$ cat config.mk
export PLATFORM = sky130hd
export DESIGN_NAME = wb_seven_seg_display
export DESIGN_NICKNAME = d
export VERILOG_FILES = /design/src/rtl/wb_seven_seg_display_pkg.sv /design/src/rtl/wb_seven_seg_display_hex_to_7seg.sv /design/src/rtl/wb_seven_seg_display.sv
export SDC_FILE = /design/constraint.sdc
export NUM_CORES = 1
export LEC_CHECK = 0
export CORE_ASPECT_RATIO = 1.5
export CORE_MARGIN = 2
export CORE_UTILIZATION = 47
export CTS_BUF_LIST = sky130_fd_sc_hd__clkbuf_4 sky130_fd_sc_hd__clkbuf_8 sky130_fd_sc_hd__clkbuf_16
export DETAILED_ROUTE_END_ITERATION = 7
export GPL_TIMING_DRIVEN = 0
export MAX_ROUTING_LAYER = met4
export PLACE_DENSITY = 0.76
export SETUP_SLACK_MARGIN = 0.02
export SLEW_MARGIN = 20
export SYNTH_ARGS = -nofsm -noshare
export SYNTH_HDL_FRONTEND = slang
export SYNTH_SLANG_ARGS = --single-unit
$ cat constraint.sdc
create_clock -name clk -period 2.5 [get_ports clk]
set_input_delay 0.5 -clock clk [delete_from_list [all_inputs] [get_ports clk]]
set_output_delay 0.5 -clock clk [all_outputs]
set_load 0.005 [all_outputs]
$ cat src/rtl/wb_seven_seg_display_pkg.sv
// Shared definitions for the writeback seven-segment observer.
//   - Display idle constants (all segments / all anodes dark, active-low).
//   - Scan FSM state encoding.
//   - Hex digit segment patterns {g,f,e,d,c,b,a}, active-low, plus a lookup function.
package wb_seven_seg_display_pkg;

  localparam logic [6:0] SEG_BLANK = 7'h7F;
  localparam logic [7:0] AN_OFF    = 8'hFF;

  // Digit that carries the decimal point: it separates the PC half (digits 7..4)
  // from the data half (digits 3..0).
  localparam logic [2:0] DP_DIGIT  = 3'd4;

  typedef enum logic {
    BLANK = 1'b0,
    LIT   = 1'b1
  } state_t;

  localparam logic [6:0] HEX_0 = 7'h40;
  localparam logic [6:0] HEX_1 = 7'h79;
  localparam logic [6:0] HEX_2 = 7'h24;
  localparam logic [6:0] HEX_3 = 7'h30;
  localparam logic [6:0] HEX_4 = 7'h19;
  localparam logic [6:0] HEX_5 = 7'h12;
  localparam logic [6:0] HEX_6 = 7'h02;
  localparam logic [6:0] HEX_7 = 7'h78;
  localparam logic [6:0] HEX_8 = 7'h00;
  localparam logic [6:0] HEX_9 = 7'h10;
  localparam logic [6:0] HEX_A = 7'h08;
  localparam logic [6:0] HEX_B = 7'h03;
  localparam logic [6:0] HEX_C = 7'h46;
  localparam logic [6:0] HEX_D = 7'h21;
  localparam logic [6:0] HEX_E = 7'h06;
  localparam logic [6:0] HEX_F = 7'h0E;

  function automatic logic [6:0] hex_seg(input logic [3:0] nib);
    logic [6:0] pat;
    case (nib)
      4'h0: pat = HEX_0;
      4'h1: pat = HEX_1;
      4'h2: pat = HEX_2;
      4'h3: pat = HEX_3;
      4'h4: pat = HEX_4;
      4'h5: pat = HEX_5;
      4'h6: pat = HEX_6;
      4'h7: pat = HEX_7;
      4'h8: pat = HEX_8;
      4'h9: pat = HEX_9;
      4'hA: pat = HEX_A;
      4'hB: pat = HEX_B;
      4'hC: pat = HEX_C;
      4'hD: pat = HEX_D;
      4'hE: pat = HEX_E;
      default: pat = HEX_F;
    endcase
    return pat;
  endfunction

endpackage

$ cat src/rtl/wb_seven_seg_display_hex_to_7seg.sv
// hex_to_7seg: combinational nibble to seven-segment decoder.
//   nibble  in  4  hex value 0..F
//   seg     out 7  {g,f,e,d,c,b,a}, active-low
module hex_to_7seg
  import wb_seven_seg_display_pkg::*;
(
  input  logic [3:0] nibble,
  output logic [6:0] seg
);

  assign seg = hex_seg(nibble);

endmodule

$ cat src/rtl/wb_seven_seg_display.sv
// wb_seven_seg_display: captures each register-file writeback (PC + data) of the
// core and scans it onto an 8-digit multiplexed seven-segment display in hex.
// Digits 3..0 show the data half, digits 7..4 the PC half (show_hi picks bits
// [31:16] instead of [15:0]). Every digit is preceded by one dark clock to stop
// ghosting, then stays lit for REFRESH_DIV clocks.
// Ports:
//   clk       in   1       system clock
//   reset     in   1       synchronous, active-high
//   wb_valid  in   1       register file written this cycle
//   pc_in     in   DATA_W  PC of the writing instruction
//   wb_data   in   DATA_W  value written
//   freeze    in   1       hold the current capture, ignore wb_valid
//   show_hi   in   1       0 = bits [15:0], 1 = bits [31:16]
//   an        out  8       digit anodes, active-low
//   seg       out  7       segments {g,f,e,d,c,b,a}, active-low
//   dp        out  1       decimal point, active-low
//   wb_count  out  8       captures since reset, wraps 255 -> 0
module wb_seven_seg_display
  import wb_seven_seg_display_pkg::*;
#(
  parameter int REFRESH_DIV = 100000,
  parameter int DATA_W      = 32
) (
  input  logic              clk,
  input  logic              reset,
  input  logic              wb_valid,
  input  logic [DATA_W-1:0] pc_in,
  input  logic [DATA_W-1:0] wb_data,
  input  logic              freeze,
  input  logic              show_hi,
  output logic [7:0]        an,
  output logic [6:0]        seg,
  output logic              dp,
  output logic [7:0]        wb_count
);

  localparam int DIV_W = (REFRESH_DIV > 2) ? $clog2(REFRESH_DIV) : 1;
  localparam logic [DIV_W-1:0] DIV_LAST = DIV_W'(REFRESH_DIV - 1);

  logic [DATA_W-1:0] pc_reg;
  logic [DATA_W-1:0] data_reg;
  logic [DIV_W-1:0]  div_cnt_reg;
  logic [2:0]        digit_reg;
  state_t            state_reg;

  logic              tick;
  logic [31:0]       pc_ext;
  logic [31:0]       data_ext;
  logic [15:0]       pc_half;
  logic [15:0]       data_half;
  logic [3:0]        digit_nib [8];
  logic [3:0]        nib_sel;
  logic [6:0]        seg_next;
  logic [7:0]        an_next;

  assign tick = (div_cnt_reg == DIV_LAST);

  // Normalise the captures to 32 bits so the half select is well defined for
  // any DATA_W (narrower values read as zero in the upper half).
  assign pc_ext    = 32'(pc_reg);
  assign data_ext  = 32'(data_reg);
  assign pc_half   = show_hi ? pc_ext[31:16]   : pc_ext[15:0];
  assign data_half = show_hi ? data_ext[31:16] : data_ext[15:0];

  genvar gi;
  generate
    for (gi = 0; gi < 4; gi++) begin : g_nib
      assign digit_nib[gi]     = data_half[4*gi +: 4];
      assign digit_nib[gi + 4] = pc_half[4*gi +: 4];
    end
    for (gi = 0; gi < 8; gi++) begin : g_an
      assign an_next[gi] = (digit_reg != 3'(gi));
    end
  endgenerate

  assign nib_sel = digit_nib[digit_reg];

  hex_to_7seg u_hex_to_7seg (
    .nibble (nib_sel),
    .seg    (seg_next)
  );

  always_ff @(posedge clk) begin
    if (reset) begin
      pc_reg      <= '0;
      data_reg    <= '0;
      wb_count    <= 8'd0;
      div_cnt_reg <= '0;
      digit_reg   <= 3'd0;
      state_reg   <= BLANK;
      an          <= AN_OFF;
      seg         <= SEG_BLANK;
      dp          <= 1'b1;
    end else begin
      if (wb_valid && !freeze) begin
        pc_reg   <= pc_in;
        data_reg <= wb_data;
        wb_count <= wb_count + 8'd1;
      end

      case (state_reg)
        BLANK: begin
          // The digit is latched from this cycle's captures; a capture on the
          // same edge only shows up from the next digit onward.
          state_reg   <= LIT;
          div_cnt_reg <= '0;
          an          <= an_next;
          seg         <= seg_next;
          dp          <= (digit_reg != DP_DIGIT);
        end
        LIT: begin
          // The divider restarts with each lit period so every digit gets
          // exactly REFRESH_DIV lit clocks regardless of the dark cycle.
          if (tick) begin
            state_reg   <= BLANK;
            div_cnt_reg <= '0;
            digit_reg   <= digit_reg + 3'd1;
            an          <= AN_OFF;
            seg         <= SEG_BLANK;
            dp          <= 1'b1;
          end else begin
            div_cnt_reg <= div_cnt_reg + DIV_W'(1);
          end
        end
        default: begin
          state_reg <= BLANK;
        end
      endcase
    end
  end

endmodule

---- Yosys cells after proc, flatten, opt, wreduce, memory -nomap -nowiden ----
Memories as Yosys holds them, arrays and structs flattened.
Cells that the tools add are included.
cells by class
  add/subtract/negate cells ............... 3
  order comparisons ....................... 1
  equality and inequality tests ........... 9
  muxes and demuxes ....................... 15
  bitwise logic cells ..................... 2
  reduce and logical (&&, ||, !) cells .... 4
operators with widths
  kind                                                                      number
  17-bit one-hot mux with 2 select lines                                    1
  16-bit 2-to-1 mux                                                         2
  17-bit by 1-bit adder with 17-bit output (second input constant)          1
  17-bit equality test (second input constant)                              1
  17-bit 2-to-1 mux                                                         1
  8-bit one-hot mux with 2 select lines                                     1
  7-bit one-hot mux with 2 select lines                                     1
  4-bit binary-select mux with 3-bit select                                 1
  3-bit inequality test (second input constant)                             4
  8-bit by 1-bit adder with 8-bit output (second input constant)            1
  4-bit 2-to-1 mux                                                          2
  8-bit 2-to-1 mux                                                          1
  7-bit 2-to-1 mux                                                          1
  3-bit by 2-bit inequality test with 1-bit output (second input constant)  2
  4-bit greater-or-equal comparator (second input constant)                 1
  3-bit NOT with 4-bit output                                               1
  1-bit one-hot mux with 2 select lines                                     2
  3-bit by 1-bit adder with 3-bit output (second input constant)            1
  3-bit by 1-bit inequality test with 1-bit output (second input constant)  1
  3-bit nonzero test                                                        1
  1-bit 2-to-1 mux                                                          2
  2-bit by 1-bit inequality test with 1-bit output (second input constant)  1
  2-bit AND reduction                                                       1
  1-bit logical AND                                                         1
  2 further kinds                                                           2
storage, ports and cells
  bits in registers ....................... 109
  bits in read-only memories .............. 112
  bits of input ports ..................... 69
  word-level logic and storage cells ...... 44
  memories ................................ 1
memories
  name             depth  width  read ports  clocked after Yosys merged registers in  wr ports  line                            text
  (no name shown)  16     7      1           0                                        0         wb_seven_seg_display_pkg.sv:38  case (nib)

---- Logic depth before layout (Yosys ltp) ----
An unclocked memory read counts as a cell.
  depth in word-level cells ............... 6
  mapped depth ............................ 11
  mapped depth without buffers ............ 9

---- By module ----
A second synthesis with hierarchy kept.
unflattened totals
  cell total of the unflattened synthesis .. 555
  area total of the unflattened synthesis .. 4874.7 um^2
modules (own cells, without submodules)
  module                times used  cells an instance  area each (um^2)  sequential area each (um^2)
  wb_seven_seg_display  1           524                4613.2            2162.1
  hex_to_7seg           1           31                 261.5             0.0

---- Least setup slack after synthesis ----
Ideal clock, no wire load.
  path type ............................... input-to-reg
  start point ............................. in show_hi
  end point ............................... reg seg[0]
  data arrival time ....................... 2.451 ns
  data required time ...................... 2.372 ns
  slack ................................... -0.079 ns
  stages on the path ...................... 8
  path buffers ............................ 2
  cells stage by stage .................... buf_4 -> buf_6 -> mux4_2 -> mux4_2 -> ha_1 -> or3_1 -> o221ai_1 -> a21oi_1
on the way
  longest elaborated chain between the ends .. 6
  elaborated cells on any way between the ends .. 7
  classes of those cells .................. 6 x mux; 1 x memory
ends and longest elaborated chain
  what                                                      line                                                    text
  start, declared                                           wb_seven_seg_display.sv:30                              input logic show_hi,
  16-bit 2-to-1 mux, on equally long branches               wb_seven_seg_display.sv:62, wb_seven_seg_display.sv:63
  4-bit binary-select mux with 3-bit select (*)             wb_seven_seg_display.sv:76                              assign nib_sel = digit_nib[digit_reg];
  4-bit 2-to-1 mux (implied by the code) (*) (2 in series)  wb_seven_seg_display.sv:76
  memory 16 x 7 bit (*)                                     n/a
  7-bit one-hot mux with 2 select lines (*)                 wb_seven_seg_display.sv:101                             case (state_reg)
  end signal, assigned                                      wb_seven_seg_display.sv:108                             seg <= seg_next;
  end, declared                                             wb_seven_seg_display.sv:32                              output logic [6:0] seg,
Every way passes the cells marked *; elsewhere a longest branch is shown, timed or not. The select of a mux whose other input is x is not followed.
A chain may end at the register's enable or synchronous reset.

---- Worst setup path after layout ----
Ends and elaborated chain as after synthesis.

==> flow_metrics.tcl <==
set metrics [dict create \
    syn-cell-area_um2 4910 \
    critPathTopFamily "compound AO/OA/AOI/OAI gates" \
    crit_fanout 10 \
    min_path_type "reg2reg" \
    synth_seq_cells 108 \
    cts_htree_levels 3 \
    postRouteAntennaNets 0 \
    num_antenna_cells 0 \
    fin_ws_ps -48.0 \
    final_cell_area_um2 6530 \
    io_buffers 92 \
    slew_viol_final 0 \
    grt-ovfl-total 0 \
    crit_type "in2reg" \
    power_density_nw_per_um2 558 \
    rsz0062_at_grt "yes" \
    finalCriticalPeriod_ps 2550 \
    die_h_um 129 \
    area_growth_pct 33.1 \
    leakage_nw 2.32 \
    num_io_pins 93 \
    cp.required_ps 2720 \
    grt_pass1_vias 4513 \
    vdd_ir_drop_max_mv 0.349 \
    grt_max_degree 20 \
    clock_latency_ps 360 \
    utilization_pct 64.5 \
    ys.flop_type "dfxtp_1" \
    start_util_pct 48.4 \
    status "finished with violations" \
    dr.pass1.iters 8 \
    antenna_found_initial 0 \
    drive_gt1_share_pct 13.3 \
    ys_seq_area_share_pct 44.1 \
    gp_congestion 0.852 \
    drt_iter0_drc 192 \
    cts_tree "yes" \
    grt.total_usage_pct 24.4 \
    whs_ps 453 \
    yosys_warnings 0 \
    clock-sinks 108 \
    clk_path_buf_depth 2 \
    path_cells "dlygate4sd2_1 > buf_6 > buf_12 > mux2i_1 > a221oi_2 > o21ai_0 > nand2_2 > inv_4 > ha_4 > buf_4 > a2111o_1 > o221ai_2 > a21oi_1" \
    avgSynthCellArea_um2 8.70 \
    layout.nets 762 \
    clk_pin_slew_ps 80 \
    drc_errors 0 \
    synth-edff-count 0 \
    crit_path_max_incr_delay_ps 340 \
    numCtsBuffers 9 \
    die-area_um2 11300 \
    die_w_um 87.4 \
    postSynth.asyncResetShare_pct 0 \
    drv_cap 0 \
    cpMaxStageDelayCell "a221oi_2" \
    fin_skew_ps 9.58 \
    yosysUniqueCellTypes 63 \
    num_rows 45 \
    wirelength_mm 13.2 \
    period_share_pct 102 \
    worstPathArrival_ps 2760 \
    final_hold_viol_count 0 \
    setup_viol 2 \
    violations "negative setup slack" \
    syn_nets 647 \
    synthCells 564 \
    hpwl_mm 9.71 \
    endpoint_kind "register" \
    power_w 0.00365 \
    fmax_mhz 392 \
    fill_cells 830 \
    start_kind "primary input" \
    routed_via_density 5.47 \
    slew_headroom_pct 61.1 \
    crit_buf_inv 5 \
    core_area_um2 10100 \
    worst_slew_pin_slew_ps 583 \
    routedWlPerCell_um 16.6 \
    clockRootBuffer "clkbuf_16" \
    grt_pass1_wl_mm 20.6 \
    vias 4376 \
    hold_buffers 0 \
    place_area_um2 5990 \
]
-- Yosys cell counts (6+ instances only) --
master / number / area share (%)
a21oi_1: 73 / 7.4
clkbuf_1: 23 / 1.8
dfxtp_1: 108 / 44
ha_1: 14 / 3.6
inv_1: 6 / 0.46
mux2i_1: 8 / 1.6
mux4_2: 12 / 5.5
nand2_1: 147 / 11
nand3_1: 8 / 0.82
nand4_1: 10 / 1.3
nor2_1: 44 / 3.4
o21ai_0: 8 / 0.82
xnor2_1: 7 / 1.2
xor2_1: 14 / 2.5
-- routing by layer --
layer	GRT usage (%)	up-vias	part of all wire [%]
met1	23.1	2093	37
met5	-	-	0
li1	-	2153	-
met4	11.8	0	3.7
met2	46.0	91	56
met3	4.33	39	3.1
-- through the flow --
stage          worst slack, ps  TNS [ps]  std cells
2_1_floorplan             21.7         0        564
3_3_place_gp              -778     -4390        773
3_5_place_dp              -857     -5180        773
4_1_cts                  -13.4     -13.4        796
5_1_grt                   -135      -304        800
6_report                 -48.0     -88.9        800
-- cell families after synthesis --
family	after synthesis	synth area share (%)
DFF	108	44.1
AOI/OAI and AO/OA	110	14.2
buffers and inverters	45	4.64
and+or+nand+nor	245	22.1
xor gates and xnor gates	21	3.75
adders and majority gates	14	3.57
muxes	21	7.67
-- final cells by class --
class	instances	area, um2	share of cell area [%]
repair buffers	104	1030	15.8
well taps	117	146	2.24
clock buffers	9	225	3.45
inverters	9	43.8	0.670
multi-input cells	411	2660	40.7
plain buffers	36	210	3.22
clock inverters	6	57.6	0.881
flip-flops and latches	108	2160	33.1
-- placed cells by master (no fill, tap or decap), drive strengths merged, types with 2 or more instances in the layout --
cell type	synthesis	final
a221oi	4	4
xor2	14	14
nor3	3	3
nand2	148	148
clkbuf	23	32
nand3b	5	5
nand3	10	10
nor2	44	44
o21ai	11	11
mux2i	8	8
nand4	11	11
or3	3	3
xnor2	7	7
clkdlybuf4s50	0	91
or4	2	2
and3	3	3
inv	7	11
dfxtp	108	108
a22oi	3	3
or2	4	4
mux4	13	13
a31oi	2	2
clkinv	2	4
a21oi	74	74
and4	2	2
nand2b	5	5
a211oi	2	2
buf	13	25
ha	14	14
a32oi	3	3
-- power breakdown --
part / internal [W] / total, W / switching (W)
clock network: 0.000694 / 0.00137 / 0.000681
logic: 0.000239 / 0.000451 / 0.000211
registers: 0.00178 / 0.00182 / 0.0000374
-- final timing paths --
kind	startpoint	endpoint	slack, ps	cells after the start
setup / recovery	show_hi	seg[0]	-50	13
hold / removal	data_ext[24]	data_ext[24]	450	2
setup reg to reg	digit_reg[0]	seg[0]	-40	8
hold reg to reg	data_ext[24]	data_ext[24]	450	2
-- worst reg2reg max path, delay by kind of cell (launching register included) --
kind            cells  cell delay (ps)
fa+ha+maj           1              160
buf+inv             2              310
flops               1              350
mux                 2             1110
compound gates      3              470
-- repair_timing --
action / 4_1_cts / 5_1_grt
setup endpoints to repair: 7 / 5
pin swaps: 5 / 8
resized for setup: 22 / 12
setup buffers: 8 / 4
Power figures use the tool's default switching activity.
